**src/rtl/multu_unit_if.sv**
```systemverilog
// multu_unit_if: decoder/regfile <-> multiplier bus.
//   multu, mflo     : decoder strobes for the current instruction
//   rs_val, rt_val  : register-file read values (multiplicand, multiplier)
//   lo, hi          : HI/LO registers; lo is the mflo write-back data
//   busy, stall     : multiply in progress / freeze PC this cycle
//   done            : one-cycle pulse after HI/LO are updated
interface multu_unit_if #(
  parameter int WIDTH = 32
);
  logic             multu;
  logic             mflo;
  logic [WIDTH-1:0] rs_val;
  logic [WIDTH-1:0] rt_val;
  logic [WIDTH-1:0] lo;
  logic [WIDTH-1:0] hi;
  logic             busy;
  logic             stall;
  logic             done;

  modport master (
    output multu, mflo, rs_val, rt_val,
    input  lo, hi, busy, stall, done
  );

  modport slave (
    input  multu, mflo, rs_val, rt_val,
    output lo, hi, busy, stall, done
  );
endinterface

```
**src/rtl/multu_unit.sv**
```systemverilog
// multu_unit: iterative unsigned WIDTH x WIDTH multiplier with HI/LO registers.
// One shift-add step per cycle, WIDTH steps per product. HI/LO change only on
// the final step, so a partially formed product is never visible.
//   i_clk    rising-edge clock
//   i_rst_n  asynchronous active-low reset
//   bus      multu_unit_if.slave (strobes, operands, hi/lo, busy/stall/done)
//
// state | meaning
// IDLE  | waiting for multu; hi/lo hold last product
// RUN   | shift-add iterations in progress, cnt = step index
module multu_unit #(
  parameter int WIDTH = 32
) (
  input  logic       i_clk,
  input  logic       i_rst_n,
  multu_unit_if.slave bus
);

  localparam int CW = $clog2(WIDTH);

  typedef enum logic {IDLE, RUN} state_t;

  state_t               r_state;
  state_t               w_state_nxt;
  logic [CW-1:0]        r_cnt;
  logic [2*WIDTH-1:0]   r_p;
  logic [WIDTH-1:0]     r_mcand;
  logic [WIDTH-1:0]     r_hi;
  logic [WIDTH-1:0]     r_lo;
  logic                 r_done;
  logic                 w_start;
  logic                 w_last;
  logic [WIDTH:0]       w_sum;
  logic [2*WIDTH-1:0]   w_p_step;
  logic                 w_busy;

  // Upper half plus optional multiplicand; the carry lands in the top bit
  // after the right shift, so the full product is always exact.
  assign w_sum    = {1'b0, r_p[2*WIDTH-1:WIDTH]} +
                    (r_p[0] ? {1'b0, r_mcand} : {(WIDTH+1){1'b0}});
  assign w_p_step = {w_sum, r_p[WIDTH-1:1]};

  always_comb begin
    w_state_nxt = r_state;
    w_start     = 1'b0;
    w_last      = 1'b0;
    case (r_state)
      IDLE: begin
        if (bus.multu) begin
          w_state_nxt = RUN;
          w_start     = 1'b1;
        end
      end
      RUN: begin
        if (r_cnt == CW'(WIDTH-1)) begin
          w_state_nxt = IDLE;
          w_last      = 1'b1;
        end
      end
      default: w_state_nxt = IDLE;
    endcase
  end

  always_ff @(posedge i_clk or negedge i_rst_n) begin
    if (!i_rst_n) begin
      r_state <= IDLE;
      r_cnt   <= '0;
      r_p     <= '0;
      r_mcand <= '0;
      r_hi    <= '0;
      r_lo    <= '0;
      r_done  <= 1'b0;
    end else begin
      r_state <= w_state_nxt;
      r_done  <= w_last;
      if (w_start) begin
        r_mcand <= bus.rs_val;
        r_p     <= {{WIDTH{1'b0}}, bus.rt_val};
        r_cnt   <= '0;
      end else if (r_state == RUN) begin
        r_p   <= w_p_step;
        r_cnt <= r_cnt + CW'(1);
        if (w_last) begin
          r_hi <= w_p_step[2*WIDTH-1:WIDTH];
          r_lo <= w_p_step[WIDTH-1:0];
        end
      end
    end
  end

  assign w_busy    = (r_state == RUN);
  assign bus.busy  = w_busy;
  // A stalled instruction is re-presented, so a multu seen while busy is
  // simply held off here and picked up once the unit returns to IDLE.
  assign bus.stall = w_busy & (bus.mflo | bus.multu);
  assign bus.lo    = r_lo;
  assign bus.hi    = r_hi;
  assign bus.done  = r_done;

endmodule

```
**src/flat_wrapper.sv**
```systemverilog
// flat-port wrapper written by rule: the top's interface ports become plain ports
module multu_unit_flat 
#(
  parameter int WIDTH = 32
)
  (i_clk, i_rst_n, bus_multu, bus_mflo, bus_rs_val, bus_rt_val, bus_lo, bus_hi, bus_busy, bus_stall, bus_done);
  multu_unit_if #(.WIDTH(WIDTH)) bus_i ();
  input  logic i_clk;
  input  logic i_rst_n;
  input wire logic [$bits(bus_i.multu)-1:0] bus_multu;
  input wire logic [$bits(bus_i.mflo)-1:0] bus_mflo;
  input wire logic [$bits(bus_i.rs_val)-1:0] bus_rs_val;
  input wire logic [$bits(bus_i.rt_val)-1:0] bus_rt_val;
  output wire logic [$bits(bus_i.lo)-1:0] bus_lo;
  output wire logic [$bits(bus_i.hi)-1:0] bus_hi;
  output wire logic [$bits(bus_i.busy)-1:0] bus_busy;
  output wire logic [$bits(bus_i.stall)-1:0] bus_stall;
  output wire logic [$bits(bus_i.done)-1:0] bus_done;
  assign bus_i.multu = bus_multu;
  assign bus_i.mflo = bus_mflo;
  assign bus_i.rs_val = bus_rs_val;
  assign bus_i.rt_val = bus_rt_val;
  assign bus_lo = bus_i.lo;
  assign bus_hi = bus_i.hi;
  assign bus_busy = bus_i.busy;
  assign bus_stall = bus_i.stall;
  assign bus_done = bus_i.done;
  multu_unit #(.WIDTH(WIDTH)) u_core (.i_clk(i_clk), .i_rst_n(i_rst_n), .bus(bus_i));
endmodule
```
**config.mk**
```make
export PLATFORM = sky130hd
export DESIGN_NAME = multu_unit_flat
export DESIGN_NICKNAME = d
export VERILOG_FILES = /design/src/rtl/multu_unit_if.sv /design/src/rtl/multu_unit.sv /design/src/flat_wrapper.sv
export SDC_FILE = /design/constraint.sdc
export NUM_CORES = 1
export LEC_CHECK = 0
export CAP_MARGIN = 15
export CORE_MARGIN = 2
export CORE_UTILIZATION = 54
export DETAILED_ROUTE_END_ITERATION = 6
export PLACE_DENSITY_LB_ADDON = 0.15
export SYNTH_ARGS = -nofsm -noshare
export SYNTH_HDL_FRONTEND = slang
export SYNTH_SLANG_ARGS = --single-unit
export TNS_END_PERCENT = 5
```
**constraint.sdc**
```tcl
create_clock -name i_clk -period 3.05 [get_ports i_clk]
set_input_delay 0.61 -clock i_clk [delete_from_list [all_inputs] [get_ports i_clk]]
set_output_delay 0.61 -clock i_clk [all_outputs]
set_load 0.01 [all_outputs]
```
==> flow_metrics.tcl, run 1 <==
set metrics [dict create \
    dieArea_um2 16400 \
    ant_nets 0 \
    yosysSeqAreaShare_pct 50.4 \
    cts_tree "yes" \
    synth-warning-count 0 \
    finClkSkew_ns 0.00724 \
    slew_headroom_pct 53.1 \
    post-place-cells 1039 \
    synth-edff-count 0 \
    hold_violations 0 \
    yosys_register_bits 167 \
    worst_ep_required_time_ns 3.36 \
    syn_area_per_cell_um2 11.3 \
    maxSlewViolCount 0 \
    grt_max_degree 73 \
    final_core_util_pct 69.8 \
    pin_count 135 \
    synthesis.nets 837 \
    setup_viol 0 \
    netlist_area_um2 8300 \
    ctsHoldBuffers 0 \
    synthDistinctLibCells 56 \
    synthFlopType "dfrtp_1" \
    end_kind "register" \
    drt_iter0_markers 426 \
    cp_top_family "compound AO/OA/AOI/OAI gates" \
    avgRoutedWirePerCell_um 18.0 \
    root_buffer "clkbuf_16" \
    h-tree-depth 4 \
    clkTransAtPathRegs_ns 0.06 \
    die_y_um 128 \
    placed_area_um2 9940 \
    instances_no_fill 1071 \
    grt_pass1_wl_um 32200 \
    syn_inst 734 \
    powerDensity_nw_per_um2 1110 \
    io_buffers 134 \
    vias_per_cell 5.75 \
    fmax_mhz 338 \
    startpoint_type "register" \
    core_area_um2 15100 \
    irDropWorstVdd_mv 0.571 \
    crit_buf_inv 1 \
    hpwl_um 13400 \
    n_fill_cell 1115 \
    whs_ns 0.163 \
    rows 45 \
    routabilityCongestion 0.911 \
    dr.pass1.iters 4 \
    worstPathMaxFanout 21 \
    path_cells "buf_6 > and2_1 > ha_1 > nand2_2 > o32ai_2 > a21oi_2 > nor4bb_1 > o211a_2 > o21ai_2 > a311o_1 > mux2_4" \
    cp_slowest_stage_delay_ns 0.41 \
    total_leakage_power_nw 4.76 \
    synthArstFlopShare_pct 100 \
    dr_total_vias 6153 \
    wirelength_um 19300 \
    synth_largest_area_cell "dfrtp_1" \
    synth_top_cell_area_share_pct 50.4 \
    final.setup.tns_ns 0 \
    hp-class "in2async" \
    synthTopCellsByArea "dfrtp_1 50%, mux2_2 12%, ha_1 5.1%" \
    cts.sinks 167 \
    start_util_pct 55.0 \
    finalCriticalPeriod_ns 2.96 \
    design_area_um2 10500 \
    post-route-drc-count 0 \
    critical_path_class "reg2reg" \
    grt_pass1_vias 6495 \
    status "finished, final reports clean" \
    drive_gt1_share_pct 19.4 \
    clockBufferDepth 2 \
    finalCritPeriodShare_pct 96.9 \
    cpMaxStageDelayCell "dfrtp_1" \
    worst_slew_pin_slew_ns 0.702 \
    die-width_um 128 \
    layout.nets 973 \
    cap_violations 0 \
    grt.total_usage_pct 24.8 \
    areaGrowthSynthToFinish_pct 27.0 \
    arrival_ns 3.27 \
    clk_latency_ns 0.43 \
    cts-buffers-inserted 17 \
    grt_overflow 0 \
    antenna_found_initial 1 \
    rsz0062_at_grt "yes" \
]
==> synth_stat cells (all sizes together) (2+ instances only) <==
cell and n:
dfrtp 167, mux2 90, nand2 71, o21ai 62, clkbuf 38, a21oi 35, and2 34, ha 34
mux2i 32, a22o 27, a21o 22, xnor2 18, nor2 16, xor2 12, nand4 9, inv 8
buf 7, nand3 6, o21bai 5, a211oi 4, a31oi 4, and3 3, a21boi 2, nor3 2
o31ai 2, o32ai 2
==> logic make-up after synthesis <==
family,Yosys count,synth area share (%)
adders and majority gates,35,5.37
DFF,167,50.4
xor gates and xnor gates,30,3.17
AOI/OAI and AO/OA,178,14.0
buffers and inverters,53,2.44
and+or+nand+nor,149,8.58
muxes,122,16.1
==> registers in the layout (all words and copies together), names as in the netlist <==
signal,cells
u_core.bus.busy,1
u_core.bus.done,1
u_core.bus.hi,32
u_core.bus.lo,32
u_core.r_cnt,5
u_core.r_mcand,32
u_core.r_p,64
==> path summary, 6_finish.rpt <==
path	start	slack (ns)	depth (start not counted)	to
hold reg to reg	u_core.bus.hi[4]$_DFFE_PN0P_	0.49	2	u_core.bus.hi[4]$_DFFE_PN0P_
hold / removal	i_rst_n	0.16	1	u_core.r_p[19]$_DFFE_PN0P_
min in group i_clk	u_core.bus.hi[4]$_DFFE_PN0P_	0.49	2	u_core.bus.hi[4]$_DFFE_PN0P_
setup / recovery	u_core.r_p[0]$_DFFE_PN0P_	0.09	11	u_core.bus.hi[30]$_DFFE_PN0P_
max in group asynchronous	i_rst_n	2.02	2	u_core.bus.hi[11]$_DFFE_PN0P_
setup reg to reg	u_core.r_p[0]$_DFFE_PN0P_	0.09	11	u_core.bus.hi[30]$_DFFE_PN0P_
==> layout make-up <==
| cell class | instances | area (µm²) | share of cell area (%) |
|---|---|---|---|
| clock inverter | 7 | 72.6 | 0.689 |
| multi-input combinational | 514 | 3990 | 37.9 |
| tap | 188 | 235 | 2.23 |
| antenna | 1 | 2.50 | 0.0237 |
| timing repair buffer | 162 | 1560 | 14.8 |
| inverter | 8 | 30.0 | 0.285 |
| sequential | 167 | 4180 | 39.7 |
| clock buffer | 24 | 462 | 4.38 |
==> layout by cell type, fill, tap and decap left out, types with 6 or more instances in the layout <==
cell type | Yosys | final
dfrtp_1 | 167 | 166
clkdlybuf4s50_1 | 0 | 132
mux2_2 | 89 | 89
nand2_1 | 71 | 69
o21ai_0 | 59 | 58
and2_1 | 34 | 34
mux2i_1 | 32 | 32
ha_1 | 34 | 32
a21oi_1 | 34 | 29
a22o_1 | 27 | 27
buf_4 | 0 | 26
a21o_1 | 20 | 20
xnor2_1 | 18 | 18
clkbuf_16 | 0 | 17
nor2_1 | 16 | 15
xor2_1 | 12 | 12
nand4_1 | 9 | 9
inv_1 | 6 | 6
a21oi_2 | 1 | 6
clkbuf_1 | 38 | 6
==> metrics by stage <==
step / setup WS [ns] / power [mW]
detailed placement: -0.0225 / 9.58
global route: -0.0282 / 12.5
CTS: 0.0439 / 11.6
floorplan: 0.244 / 7.43
global placement: 0.0667 / 9.38
finish: 0.0931 / 11.7
==> layer usage <==
metal | routed length, µm | track usage, % | vias to the layer above
met3 | 830 | 4.67 | 23
met5 | 0 | 0 | -
li1 | - | - | 2893
met2 | 9460 | 41.0 | 172
met1 | 8730 | 33.0 | 3065
met4 | 302 | 8.47 | 0
==> power breakdown <==
part / internal [mW] / total (mW) / switching (mW)
registers: 3.31 / 3.96 / 0.652
logic: 2.97 / 5.75 / 2.78
clock network: 1.14 / 1.98 / 0.844
==> worst reg2reg max path, cell delays in order, from the launching register on <==
cell      delay [ns]
dfrtp_1         0.41
buf_6           0.17
and2_1          0.16
ha_1            0.36
nand2_2         0.11
o32ai_2         0.25
a21oi_2         0.08
nor4bb_1        0.30
o211a_2         0.27
o21ai_2         0.09
a311o_1         0.38
mux2_4          0.26
==> timing repair <==
item	in CTS	in global routing
buffers inserted	0	0
resized for setup	2	11
endpoints found under the setup margin	5	16
pin swaps	0	2
Power figures use the tool's default switching activity.
==> inputs of run 2 (changes only) <==
--- a/config.mk
+++ b/config.mk
@@ -8,8 +8,10 @@
 export CAP_MARGIN = 15
 export CORE_MARGIN = 2
 export CORE_UTILIZATION = 54
+export CTS_CLUSTER_DIAMETER = 40
 export DETAILED_ROUTE_END_ITERATION = 6
 export PLACE_DENSITY_LB_ADDON = 0.15
+export SETUP_SLACK_MARGIN = 0.5
 export SYNTH_ARGS = -nofsm -noshare
 export SYNTH_HDL_FRONTEND = slang
 export SYNTH_SLANG_ARGS = --single-unit
==> flow_metrics.tcl, run 2 (synthesis results as in run 1) <==
set metrics [dict create \
    critical_path_class "reg2reg" \
    crit_top_cell "a21o_1" \
    r2r_slack_ns 0.22 \
    ant_nets 0 \
    drive_gt1_share_pct 23.5 \
    finalCritPeriodShare_pct 92.7 \
    start_util_pct 55.0 \
    areaGrowthSynthToFinish_pct 30.5 \
    finalCriticalPeriod_ns 2.83 \
    power_mw 12.1 \
    grt_pass1_wl_um 31800 \
    cts-buffers-inserted 17 \
    largest_register "u_core.r_p" \
    clkTransAtPathRegs_ns 0.07 \
    hold_violations 0 \
    final_cell_mix "166 x dfrtp_1, 132 x clkdlybuf4s50_1, 89 x mux2_2" \
    grt_pass1_vias 6512 \
    clk_latency_ns 0.43 \
    avgRoutedWirePerCell_um 18.0 \
    startpoint_type "register" \
    r2r_end "u_core.bus.hi[30]$_DFFE_PN0P_" \
    grt_overflow 0 \
    path_cells "buf_12 > and2_4 > ha_1 > a21o_1 > a21o_1 > a21oi_2 > nor4bb_1 > o211a_2 > o311a_1 > a311o_1 > mux2_4" \
    drt_iter0_markers 512 \
    grt_max_degree 73 \
    cp_top_family "compound AO/OA/AOI/OAI gates" \
    cts_tree "yes" \
    hp-class "in2async" \
    rows 45 \
    setup_viol 0 \
    die-width_um 128 \
    finClkSkew_ns 0.00986 \
    slew_headroom_pct 40.0 \
    dr_total_vias 6307 \
    dr.pass1.iters 5 \
    r2r_cells 11 \
    cp_slowest_stage_delay_ns 0.41 \
    total_leakage_power_nw 4.85 \
    irDropWorstVdd_mv 0.651 \
    n_fill_cell 1085 \
    clockBufferDepth 2 \
    worst_slew_pin_slew_ns 0.897 \
    setup_ws_ns 0.223 \
    place_ws_ns 0.102 \
    vias_per_cell 5.82 \
    cts.sinks 167 \
    antenna_found_initial 0 \
    root_buffer "clkbuf_16" \
    grt.total_usage_pct 24.6 \
    h-tree-depth 4 \
    crit_buf_inv 1 \
    io_buffers 134 \
    final.setup.tns_ns 0 \
    wirelength_um 19500 \
    worstPathMaxFanout 20 \
    final_common_cell "dfrtp_1" \
    maxSlewViolCount 0 \
    end_kind "register" \
    core_area_um2 15100 \
    r2r-start "u_core.r_p[0]$_DFFE_PN0P_" \
    pin_count 135 \
    powerDensity_nw_per_um2 1120 \
    n_antenna_cell 0 \
    hpwl_um 13200 \
    fmax_mhz 354 \
    die_y_um 128 \
    layout.nets 986 \
    arrival_ns 3.14 \
    cpMaxStageDelayCell "dfrtp_1" \
    rsz0062_at_grt "yes" \
    largest_register_ffs 64 \
    status "finished, final reports clean" \
    cap_violations 0 \
    instances_no_fill 1084 \
    post-route-drc-count 0 \
    dieArea_um2 16400 \
    post-place-cells 1046 \
    worst_ep_required_time_ns 3.37 \
    routabilityCongestion 0.945 \
]
==> run 2: power by group <==
group	leakage, nW	switching [mW]	internal, mW
logic	2.61	2.83	3.17
clock network	0.280	1.01	1.09
registers	1.96	0.703	3.30
total	4.85	4.54	7.57
==> run 2: through the flow <==
step | utilization [%] | hold WS [ns] | cell area [µm²]
finish | 71.8 | 0.167 | 10800
global route | 71.8 | 0.220 | 10800
CTS | 71.2 | 0.199 | 10700
detailed placement | 66.6 | 0.483 | 10000
global placement | 66.6 | 0.482 | 10000
floorplan | - | 0.314 | 8330
==> run 2: worst reg2reg max path: stages, from the launching register on <==
cell	delay (ns)
dfrtp_1	0.41
buf_12	0.17
and2_4	0.14
ha_1	0.27
a21o_1	0.17
a21o_1	0.19
a21oi_2	0.17
nor4bb_1	0.07
o211a_2	0.28
o311a_1	0.29
a311o_1	0.29
mux2_4	0.26
==> run 2: worst max-delay path by stage <==
stage                                          from                       endpoint  depth (start not counted)
after CTS                 u_core.r_p[0]$_DFFE_PN0P_  u_core.bus.hi[30]$_DFFE_PN0P_                         11
final                     u_core.r_p[0]$_DFFE_PN0P_  u_core.bus.hi[30]$_DFFE_PN0P_                         11
after global placement    u_core.r_p[0]$_DFFE_PN0P_     u_core.r_p[59]$_DFFE_PN0P_                         11
after detailed placement  u_core.r_p[0]$_DFFE_PN0P_     u_core.r_p[59]$_DFFE_PN0P_                         11
after global routing      u_core.r_p[0]$_DFFE_PN0P_  u_core.bus.hi[30]$_DFFE_PN0P_                         11
after floorplan           u_core.r_p[0]$_DFFE_PN0P_  u_core.bus.hi[30]$_DFFE_PN0P_                         11
==> run 2: cell type report <==
cell class / count / area [µm²] / area share [%]
clock buffers: 17 / 425 / 3.93
well taps: 188 / 235 / 2.17
clock inverters: 15 / 156 / 1.44
inverters: 8 / 30.0 / 0.277
flip-flops and latches: 167 / 4180 / 38.6
multi-input cells: 514 / 4120 / 38.0
repair buffers: 175 / 1680 / 15.5
==> run 2: metal layers <==
layer	up-vias	track usage [%]	part of all wire (%)
met5	-	0	0
met2	170	40.4	48
met3	32	6.89	5.6
li1	2933	-	-
met4	0	8.40	1.9
met1	3172	31.7	44
==> run 2: timing repair <==
action                     4_1_cts  5_1_grt
hold buffers                     0        0
gates resized for setup         19       14
setup buffers                    4        2
setup endpoints to repair       44       47
pin swaps                       10        6
